===== config.mk =====
export PLATFORM = sky130hd
export DESIGN_NAME = regfile_wb_arbiter
export DESIGN_NICKNAME = d
export VERILOG_FILES = /design/src/rtl/regfile_wb_arbiter.sv
export SDC_FILE = /design/constraint.sdc
export NUM_CORES = 1
export LEC_CHECK = 0
export ABC_AREA = 1
export CELL_PAD_IN_SITES_DETAIL_PLACEMENT = 1
export CELL_PAD_IN_SITES_GLOBAL_PLACEMENT = 2
export CORE_MARGIN = 4
export CORE_UTILIZATION = 22
export CTS_BUF_LIST = sky130_fd_sc_hd__clkbuf_8 sky130_fd_sc_hd__clkbuf_16
export CTS_CLUSTER_SIZE = 24
export DETAILED_ROUTE_END_ITERATION = 16
export PLACE_DENSITY = 0.92
export SLEW_MARGIN = 30
export SYNTH_ARGS = -nofsm -noshare
export SYNTH_HDL_FRONTEND = slang
export SYNTH_SLANG_ARGS = --single-unit

===== constraint.sdc =====
create_clock -name clk -period 3.5 [get_ports clk]
set_input_delay 0.525 -clock clk [delete_from_list [all_inputs] [get_ports clk]]
set_output_delay 0.525 -clock clk [all_outputs]
set_load 0.01 [all_outputs]

===== src/rtl/regfile_wb_arbiter.sv =====
// Register-file write-port owner: zero-clears x1..x(NREGS-1) after reset, then arbitrates
// ALU and LSU write-back requests. Define WB_RR_EN for round-robin arbitration on contention.
module regfile_wb_arbiter #(
  parameter int unsigned XLEN           = 32,
  parameter int unsigned NREGS          = 32,
  parameter int unsigned CLEAR_ON_RESET = 1
) (
  input  logic                     clk,
  input  logic                     rst,
  input  logic                     alu_valid,
  input  logic [$clog2(NREGS)-1:0] alu_rd,
  input  logic [XLEN-1:0]          alu_data,
  output logic                     alu_ready,
  input  logic                     lsu_valid,
  input  logic [$clog2(NREGS)-1:0] lsu_rd,
  input  logic [XLEN-1:0]          lsu_data,
  output logic                     lsu_ready,
  output logic                     wrt_en,
  output logic [$clog2(NREGS)-1:0] oprd,
  output logic [XLEN-1:0]          wrt_data,
  output logic                     init_done
);

  localparam int unsigned IDXW = $clog2(NREGS);
  localparam logic [IDXW-1:0] LAST_IDX = IDXW'(NREGS - 1);

  typedef enum logic {
    ST_CLEAR = 1'b0,
    ST_RUN   = 1'b1
  } state_t;

  localparam state_t RST_STATE = (CLEAR_ON_RESET != 0) ? ST_CLEAR : ST_RUN;

  state_t          state_q, state_d;
  logic [IDXW-1:0] clr_cnt_q, clr_cnt_d;
  logic            wrt_en_d;
  logic [IDXW-1:0] oprd_d;
  logic [XLEN-1:0] wrt_data_d;
  logic            init_done_d;
  logic [IDXW-1:0] clr_tgt;
  logic            lsu_pri;

`ifdef WB_RR_EN
  // Last granted requester: 0 = ALU, 1 = LSU; the other side wins the next conflict.
  logic last_lsu_q, last_lsu_d;
  assign lsu_pri = ~last_lsu_q;
`else
  assign lsu_pri = 1'b1;
`endif

  // clr_cnt counts completed clear writes, so the register being cleared is one ahead.
  assign clr_tgt = clr_cnt_q + IDXW'(1);

  always_comb begin
    state_d     = state_q;
    clr_cnt_d   = clr_cnt_q;
    wrt_en_d    = 1'b0;
    oprd_d      = oprd;
    wrt_data_d  = wrt_data;
    init_done_d = init_done;
    alu_ready   = 1'b0;
    lsu_ready   = 1'b0;
`ifdef WB_RR_EN
    last_lsu_d  = last_lsu_q;
`endif
    case (state_q)
      ST_CLEAR: begin
        wrt_en_d   = 1'b1;
        oprd_d     = clr_tgt;
        wrt_data_d = '0;
        clr_cnt_d  = clr_tgt;
        if (clr_tgt == LAST_IDX) begin
          state_d     = ST_RUN;
          init_done_d = 1'b1;
        end
      end
      ST_RUN: begin
        init_done_d = 1'b1;
        lsu_ready   = lsu_valid & (~alu_valid | lsu_pri);
        alu_ready   = alu_valid & ~lsu_ready;
        // Writes to x0 are accepted but dropped; index/data then hold their last value.
        if (lsu_ready) begin
          wrt_en_d = (lsu_rd != '0);
          if (lsu_rd != '0) begin
            oprd_d     = lsu_rd;
            wrt_data_d = lsu_data;
          end
        end else if (alu_ready) begin
          wrt_en_d = (alu_rd != '0);
          if (alu_rd != '0) begin
            oprd_d     = alu_rd;
            wrt_data_d = alu_data;
          end
        end
`ifdef WB_RR_EN
        if (lsu_ready) begin
          last_lsu_d = 1'b1;
        end else if (alu_ready) begin
          last_lsu_d = 1'b0;
        end
`endif
      end
      default: state_d = RST_STATE;
    endcase
  end

  always_ff @(posedge clk or negedge rst) begin
    if (!rst) begin
      state_q    <= RST_STATE;
      clr_cnt_q  <= '0;
      wrt_en     <= 1'b0;
      oprd       <= '0;
      wrt_data   <= '0;
      init_done  <= 1'b0;
`ifdef WB_RR_EN
      last_lsu_q <= 1'b0;
`endif
    end else begin
      state_q    <= state_d;
      clr_cnt_q  <= clr_cnt_d;
      wrt_en     <= wrt_en_d;
      oprd       <= oprd_d;
      wrt_data   <= wrt_data_d;
      init_done  <= init_done_d;
`ifdef WB_RR_EN
      last_lsu_q <= last_lsu_d;
`endif
    end
  end

endmodule

==> results_dict.tcl, run 1 <==
set metrics [dict create \
    cts_tree "yes" \
    arrival_ns 2.21 \
    vias 2560 \
    final_hold_viol_count 0 \
    syn-num-nets 421 \
    ios 119 \
    slew_headroom_pct 59.9 \
    p_leak_nw 1.90 \
    crit_path_start_kind "input pin" \
    synth_cells 341 \
    cp_max_fo 37 \
    grt_usage_pct 12.4 \
    cts_buffer_depth 2 \
    post-dp-hpwl_um 6050 \
    final_core_util_pct 34.9 \
    root_buffer "clkbuf_8" \
    power.share.clock_pct 24.4 \
    grt_busiest_layer "met2" \
    hold_buffers 0 \
    power_density_nw_per_um2 341 \
    port_buffers 118 \
    endpoint_kind "output port" \
    place.gp.congestion 0.824 \
    avgSynthCellArea_um2 7.11 \
    antenna_found_initial 0 \
    seqPwrFrac_pct 46.6 \
    clock-sinks 45 \
    vdd_drop_max_v 0.000139 \
    seq_area_frac_synth_pct 46.5 \
    cts_resized 0 \
    tns_ns 0 \
    cts_inserted_buffers 5 \
    grtUsageMet3_pct 3.10 \
    worst_slew_pin_slew_ns 0.602 \
    slowest_delay_ns 0.62 \
    start_util_pct 22.5 \
    dieHeight_um 113 \
    switching_power_w 0.000369 \
    synth_cell_types 23 \
    crit_path_cell_trace "clkdlybuf4s50_1 > nand2_2 > inv_4 > clkdlybuf4s50_1" \
    drc 0 \
    wl_per_cell_um 13.4 \
    cts_htree_levels 2 \
    yosysWarningCount 0 \
    netlist_area_um2 2420 \
    fin_nets 531 \
    critPathRequiredTime_ns 2.97 \
    drtIter0Drc 44 \
    worstSkewPairLatency_ns 0.30 \
    maxCapViolCount 0 \
    vias_per_cell 4.32 \
    diodes 0 \
    die_x_um 113 \
    ant_nets 0 \
    overflow 0 \
    setup-violations-final 0 \
    grt_max_degree 46 \
    worstSetupPathType "input pin to output port" \
    grt_pass1_wl_um 13000 \
    syn_to_final_growth_pct 55.6 \
    pwr-share-comb_pct 29.0 \
    status "finished clean" \
    grt_pass1_vias 2671 \
    use_met1_pct 15.1 \
    drive_gt1_share_pct 4.20 \
    drt_first_pass_iters 4 \
    p_int_w 0.000915 \
    max_freq_ghz 0.365 \
    postCtsSetupBuffers 0 \
    p_sw_share_pct 28.7 \
    totalPowerFinal_w 0.00128 \
    min_period_ns 2.74 \
    final_common_cell "nand2_1" \
    core-area_um2 10800 \
    cts.reportedPaths.clkPinSlew_ns 0.08 \
    row_count 38 \
    path_common_cell "clkdlybuf4s50_1" \
    die_area_um2 12800 \
    clock_skew_ns 0.00544 \
    fin_crit_sh_pct 78.2 \
    rsz0062_at_grt "false" \
    final_cell_mix "192 x nand2_1, 117 x clkdlybuf4s50_1, 47 x nand3_1, 45 x dfrtp_1, 11 x inv_1" \
    ys_seq_elements 45 \
    min_path_type "input pin to async pin" \
    slowest_stage "clkdlybuf4s50_1" \
    routed_wl_um 7950 \
    grt_util_met2_pct 22.0 \
    drv_slew 0 \
]
worst paths after layout:
| kind | startpoint | end | slack (ns) | cells past startpoint |
|---|---|---|---|---|
| worst max-delay path | lsu_valid | lsu_ready | 0.76 | 4 |
| worst min-delay path | rst | wrt_data[3] | 0.23 | 1 |
| worst max register to register | state_q | wrt_data[16] | 1.41 | 6 |
| worst min register to register | wrt_data[1] | wrt_data[1] | 0.48 | 2 |
| max in group asynchronous | rst | wrt_data[11] | 2.87 | 1 |
| min in group clk | wrt_data[1] | wrt_data[1] | 0.48 | 2 |
critical path: cells and delay by family:
| kind | cells | cell delay (ns) |
|---|---|---|
| buffers and inverters | 3 | 1.55 |
| AND/OR/NAND/NOR | 1 | 0.12 |
synthesized netlist by cell type:
library cell	n	area (um2)
a21oi_1	2	10.0
and2_1	1	6.26
and3_1	1	6.26
buf_2	10	50.1
buf_4	4	30.0
buf_6	3	33.8
clkbuf_1	1	3.75
dfrtp_1	45	1130
ha_1	2	25.0
inv_1	10	37.5
inv_2	1	3.75
inv_4	1	6.26
nand2_1	192	721
nand2_2	2	12.5
nand2_4	1	11.3
nand3_1	47	235
nand4_1	4	25.0
nand4_4	1	21.3
nor2_1	7	26.3
nor2_2	1	6.26
nor3_1	1	5.00
o21ai_0	3	15.0
or2_2	1	6.26
sequential cells by signal (all words and copies together), names as in the netlist:
signal and count:
wrt_en 1, oprd 5, init_done 1, clr_cnt_q 5
wrt_data 32, state_q 1
logic make-up (layout without fill, tap and decap cells):
logic type      count (synthesis)  count (layout)  share of synthesized area [%]
compound gates                  5               5                           1.03
fa+ha+maj                       2               2                           1.03
buf+inv                        30             141                           6.81
flops                          45              45                           46.5
simple gates                  259             259                           44.7
power by group through the flow:
stage | Sequential (W) | Clock [W] | Combinational (W)
floorplan | 0.000632 | 0 | 0.000119
global placement | 0.000609 | 0 | 0.000373
detailed placement | 0.000610 | 0 | 0.000381
CTS | 0.000600 | 0.000328 | 0.000382
global route | 0.000608 | 0.000353 | 0.000411
finish | 0.000599 | 0.000313 | 0.000372
metrics by stage:
step | instances | hold WS [ns] | setup WS (ns) | instance area (um2)
final | 592 | 0.231 | 0.762 | 3770
after CTS | 592 | 0.250 | 0.738 | 3770
after floorplan | 341 | 0.229 | 1.98 | 2420
after global placement | 584 | 0.456 | 0.776 | 3680
after detailed placement | 584 | 0.460 | 0.740 | 3690
after global routing | 592 | 0.266 | 0.665 | 3770
final cells by class:
| class | instances | area (um2) |
|---|---|---|
| Tap cell | 140 | 175 |
| Clock inverter | 3 | 13.8 |
| Timing Repair Buffer | 121 | 1200 |
| Sequential cell | 45 | 1130 |
| Fill cell | 1335 | 7020 |
| Inverter | 12 | 47.5 |
| Multi-Input combinational cell | 266 | 1140 |
| Clock buffer | 5 | 68.8 |
layer usage:
layer	wire length [um]	share of wire (%)	vias to the layer above
li1	-	-	1287
met1	3360	42	1195
met2	4060	51	73
met3	478	6.0	5
met4	49	0.62	0
met5	0	0	-
Power figures use the tool's default switching activity.
==> run 2: changes to the inputs <==
CORE_UTILIZATION = 21   (was 22)
PLACE_DENSITY = 0.89   (was 0.92)
clock period = 2.7 ns   (was 3.5 ns; I/O delays follow)
==> results_dict.tcl, run 2 (same netlist as run 1, synthesis figures left out) <==
set metrics [dict create \
    status "finished clean" \
    place.gp.congestion 0.764 \
    max_freq_ghz 0.432 \
    post_dp_cell_area_um2 3720 \
    p_int_w 0.00135 \
    cts_tree "yes" \
    port_buffers 118 \
    cts.reportedPaths.clkPinSlew_ns 0.06 \
    ios 119 \
    critical_path_buf_inv_count 3 \
    drt_first_pass_iters 4 \
    start_util_pct 21.9 \
    worstSetupPathType "input pin to output port" \
    drv_slew 0 \
    vias 2575 \
    pwr-share-comb_pct 26.4 \
    post-dp-hpwl_um 6510 \
    setup_slack_ns 0.388 \
    overflow 0 \
    critPathRequiredTime_ns 2.30 \
    switching_power_w 0.000492 \
    tns_ns 0 \
    hold_slack_ns 0.110 \
    die_x_um 115 \
    path_common_cell "clkdlybuf4s50_1" \
    cts_inserted_buffers 5 \
    reg_top3 "wrt_data: 32 flops, clr_cnt_q: 5 flops, oprd: 5 flops" \
    seqPwrFrac_pct 42.4 \
    path_depth 4 \
    vdd_drop_max_v 0.000236 \
    routed_wl_um 8340 \
    drive_gt1_share_pct 4.81 \
    grt_usage_pct 12.5 \
    cts_resized 0 \
    worstSkewPairLatency_ns 0.28 \
    critPathTopFamily "buffers and inverters" \
    crit_path_cell_trace "clkdlybuf4s50_1 > nand2_2 > inv_4 > clkdlybuf4s50_1" \
    worst_slew_pin_slew_ns 0.559 \
    clock-sinks 45 \
    fin_area_um2 3860 \
    p_sw_share_pct 26.7 \
    antenna_found_initial 0 \
    cts_htree_levels 2 \
    grt_max_degree 36 \
    r2r_setup_slack_ns 0.79 \
    clock_skew_ns 0.00137 \
    r2r_cells 7 \
    slowest_stage "clkdlybuf4s50_1" \
    p_leak_nw 1.95 \
    ant_nets 0 \
    drtIter0Drc 49 \
    min_period_ns 2.31 \
    postCtsSetupBuffers 0 \
    fin_nets 536 \
    root_buffer "clkbuf_16" \
    crit_path_start_kind "input pin" \
    row_count 38 \
    dp_slack_ns 0.260 \
    core-area_um2 11100 \
    grt_pass1_vias 2772 \
    wl_per_cell_um 14.0 \
    syn_to_final_growth_pct 59.2 \
    hold_buffers 0 \
    diodes 0 \
    endpoint_kind "output port" \
    final_common_cell "nand2_1" \
    power.share.clock_pct 31.1 \
    setup-violations-final 0 \
    slew_headroom_pct 62.8 \
    die_area_um2 13300 \
    dieHeight_um 115 \
    largest_register_ffs 32 \
    cts_buffer_depth 2 \
    final_hold_viol_count 0 \
    regMostFlops "wrt_data" \
    power_density_nw_per_um2 477 \
    cp_max_fo 18 \
    drc 0 \
    grt_pass1_wl_um 13500 \
    vias_per_cell 4.31 \
    final_cell_mix "192 x nand2_1, 117 x clkdlybuf4s50_1, 47 x nand3_1, 45 x dfrtp_1, 13 x inv_1" \
    maxCapViolCount 0 \
    slowest_delay_ns 0.60 \
    arrival_ns 1.91 \
    min_path_type "input pin to async pin" \
    rsz0062_at_grt "false" \
    fin_crit_sh_pct 85.6 \
]
[run 2: through the flow]
stage                     instances  power, W  util, %
final                           597   0.00184     34.8
after CTS                       597   0.00188     34.8
after global placement          589   0.00128     33.6
after detailed placement        589   0.00129     33.6
after global routing            597   0.00195     34.8
after floorplan                 341  0.000974        -
[run 2: per-layer routing]
| layer | vias to the layer above | GRT usage (%) | part of all wire, % |
|---|---|---|---|
| met5 | - | 0 | 0 |
| met4 | 0 | 1.88 | 0.32 |
| met3 | 2 | 2.92 | 6.0 |
| met2 | 73 | 22.4 | 50 |
| met1 | 1209 | 15.6 | 44 |
| li1 | 1291 | - | - |
[run 2: power by group through the flow]
stage                     registers [W]  clock network [W]  logic [W]
after floorplan                0.000819                  0   0.000154
after global placement         0.000793                  0   0.000488
after detailed placement       0.000794                  0   0.000496
after CTS                      0.000783           0.000595   0.000499
after global routing           0.000791           0.000619   0.000536
final                          0.000781           0.000573   0.000486
[run 2: final timing paths]
| check | startpoint | end |
|---|---|---|
| max | lsu_valid | lsu_ready |
| min | rst | wrt_data[20] |
| max reg2reg | state_q | wrt_data[3] |
| min reg2reg | wrt_data[11] | wrt_data[11] |
| max in group asynchronous | rst | wrt_data[28] |
| min in group clk | wrt_data[11] | wrt_data[11] |
[run 2: layout make-up]
type	count	area [um2]
flip-flops and latches	45	1130
fillers	1379	7220
clock inverters	3	11.3
inverters	12	47.5
multi-input cells	266	1140
repair buffers	126	1240
clock buffers	5	125
well taps	140	175
==> run 3: changes to the inputs <==
CAP_MARGIN = 0   (was not set)
PLACE_DENSITY = 0.78   (was 0.89)
==> results_dict.tcl, run 3 (same netlist as run 1, synthesis figures left out) <==
set metrics [dict create \
    ant_nets 0 \
    max_freq_ghz 0.428 \
    tns_ns 0 \
    grt_max_degree 38 \
    final_hold_viol_count 0 \
    core-area_um2 11100 \
    r2r_cells 6 \
    endpoint_kind "output port" \
    pwr-share-comb_pct 25.9 \
    syn_to_final_growth_pct 58.7 \
    worstSetupPathType "input pin to output port" \
    min_path_type "input pin to async pin" \
    vdd_drop_max_v 0.000216 \
    root_buffer "clkbuf_16" \
    worstSkewPairLatency_ns 0.28 \
    drc 0 \
    rsz0062_at_grt "false" \
    antenna_found_initial 0 \
    cts.reportedPaths.clkPinSlew_ns 0.06 \
    reg_top3 "wrt_data: 32 flops, clr_cnt_q: 5 flops, oprd: 5 flops" \
    cts_buffer_depth 2 \
    clock_skew_ns 0.00384 \
    p_leak_nw 1.93 \
    ios 119 \
    status "finished clean" \
    p_sw_share_pct 26.3 \
    drtIter0Drc 93 \
    die_x_um 115 \
    power_density_nw_per_um2 486 \
    grt_usage_pct 12.3 \
    post-dp-hpwl_um 6260 \
    drv_slew 0 \
    vias 2532 \
    worst_slew_pin_slew_ns 0.604 \
    grt_pass1_wl_um 13300 \
    postCtsSetupBuffers 0 \
    switching_power_w 0.000492 \
    arrival_ns 1.93 \
    cts_resized 0 \
    vias_per_cell 4.27 \
    largest_register_ffs 32 \
    final_cell_mix "192 x nand2_1, 117 x clkdlybuf4s50_1, 47 x nand3_1, 45 x dfrtp_1, 10 x inv_1" \
    start_util_pct 21.9 \
    critPathRequiredTime_ns 2.30 \
    ff_latch_area_um2 1130 \
    grt_pass1_vias 2687 \
    drive_gt1_share_pct 4.64 \
    cts_tree "yes" \
    critPathTopFamily "buffers and inverters" \
    slowest_stage "clkdlybuf4s50_1" \
    setup-violations-final 0 \
    p_int_w 0.00138 \
    n_fill_cell 1388 \
    port_buffers 118 \
    die_area_um2 13300 \
    drt_first_pass_iters 4 \
    seqPwrFrac_pct 41.6 \
    final_common_cell "nand2_1" \
    post_dp_cell_area_um2 3700 \
    row_count 38 \
    diodes 0 \
    crit_path_start_kind "input pin" \
    path_depth 4 \
    hold_buffers 0 \
    overflow 0 \
    cts_htree_levels 2 \
    multi_input_area_um2 1140 \
    power.share.clock_pct 32.5 \
    fin_nets 533 \
    crit_path_cell_trace "clkdlybuf4s50_1 > nand2_2 > inv_4 > clkdlybuf4s50_1" \
    slowest_delay_ns 0.60 \
    cts_inserted_buffers 5 \
    slew_headroom_pct 59.7 \
    wl_per_cell_um 13.5 \
    critical_path_buf_inv_count 3 \
    routed_wl_um 8020 \
    fin_area_um2 3850 \
    cp_max_fo 19 \
    place.gp.congestion 0.744 \
    regMostFlops "wrt_data" \
    path_common_cell "clkdlybuf4s50_1" \
    clock-sinks 45 \
    fin_crit_sh_pct 86.5 \
    maxCapViolCount 0 \
    dieHeight_um 115 \
    min_period_ns 2.34 \
]
[run 3: cell count changes in the layout (fill, tap and decap cells not counted)]
cell        before  now
inv_1           13   10
buf_4            8    5
clkinvlp_4       0    1
clkbuf_8         0    1
[run 3: routing by layer]
| layer | track usage, % | share of wire, % | vias up |
|---|---|---|---|
| met5 | 0 | 0 | - |
| met4 | 2.58 | 0.45 | 0 |
| met3 | 3.45 | 6.8 | 2 |
| met2 | 20.6 | 48 | 67 |
| met1 | 16.0 | 45 | 1176 |
| li1 | - | - | 1287 |
[run 3: power groups by stage]
stage	clock network [W]	registers (W)	logic (W)
finish	0.000607	0.000777	0.000484
global route	0.000670	0.000787	0.000539
CTS	0.000634	0.000778	0.000499
detailed placement	0	0.000791	0.000497
global placement	0	0.000789	0.000493
floorplan	0	0.000819	0.000154
[run 3: layout make-up]
cell class,instances,share of cell area (%)
timing repair buffer,123,31.6
multi-input combinational,266,29.6
clock inverter,1,0.195
tap,140,4.55
sequential,45,29.3
inverter,12,1.24
clock buffer,6,3.61
[run 3: per-stage QoR]
stage               total power [W]  utilization [%]  hold slack [ns]  setup slack [ns]  cells
floorplan                  0.000974                -            0.109              1.30    341
CTS                         0.00191             34.7            0.151             0.336    593
detailed placement          0.00129             33.4            0.460             0.271    586
global placement            0.00128             33.4            0.452             0.331    586
finish                      0.00187             34.7            0.129             0.364    593
global route                0.00200             34.7            0.175             0.282    593
[run 3: path summary, 6_finish.rpt]
kind / startpoint / endpoint / slack, ns
worst max-delay path: lsu_valid / lsu_ready / 0.36
worst min-delay path: rst / wrt_data[25] / 0.13
worst max register to register: state_q / wrt_data[4] / 0.84
worst min register to register: wrt_data[30] / wrt_data[30] / 0.47
max in group asynchronous: rst / oprd[3] / 1.86
min in group clk: wrt_data[30] / wrt_data[30] / 0.47
[run 3: worst register-to-register path, cell delays in order (launching register included)]
cell and delay, ns:
dfrtp_1 0.52, nand2_2 0.14, inv_4 0.20, nand4_4 0.31, nand2_4 0.44, nand2_1 0.11, nand2_1 0.08
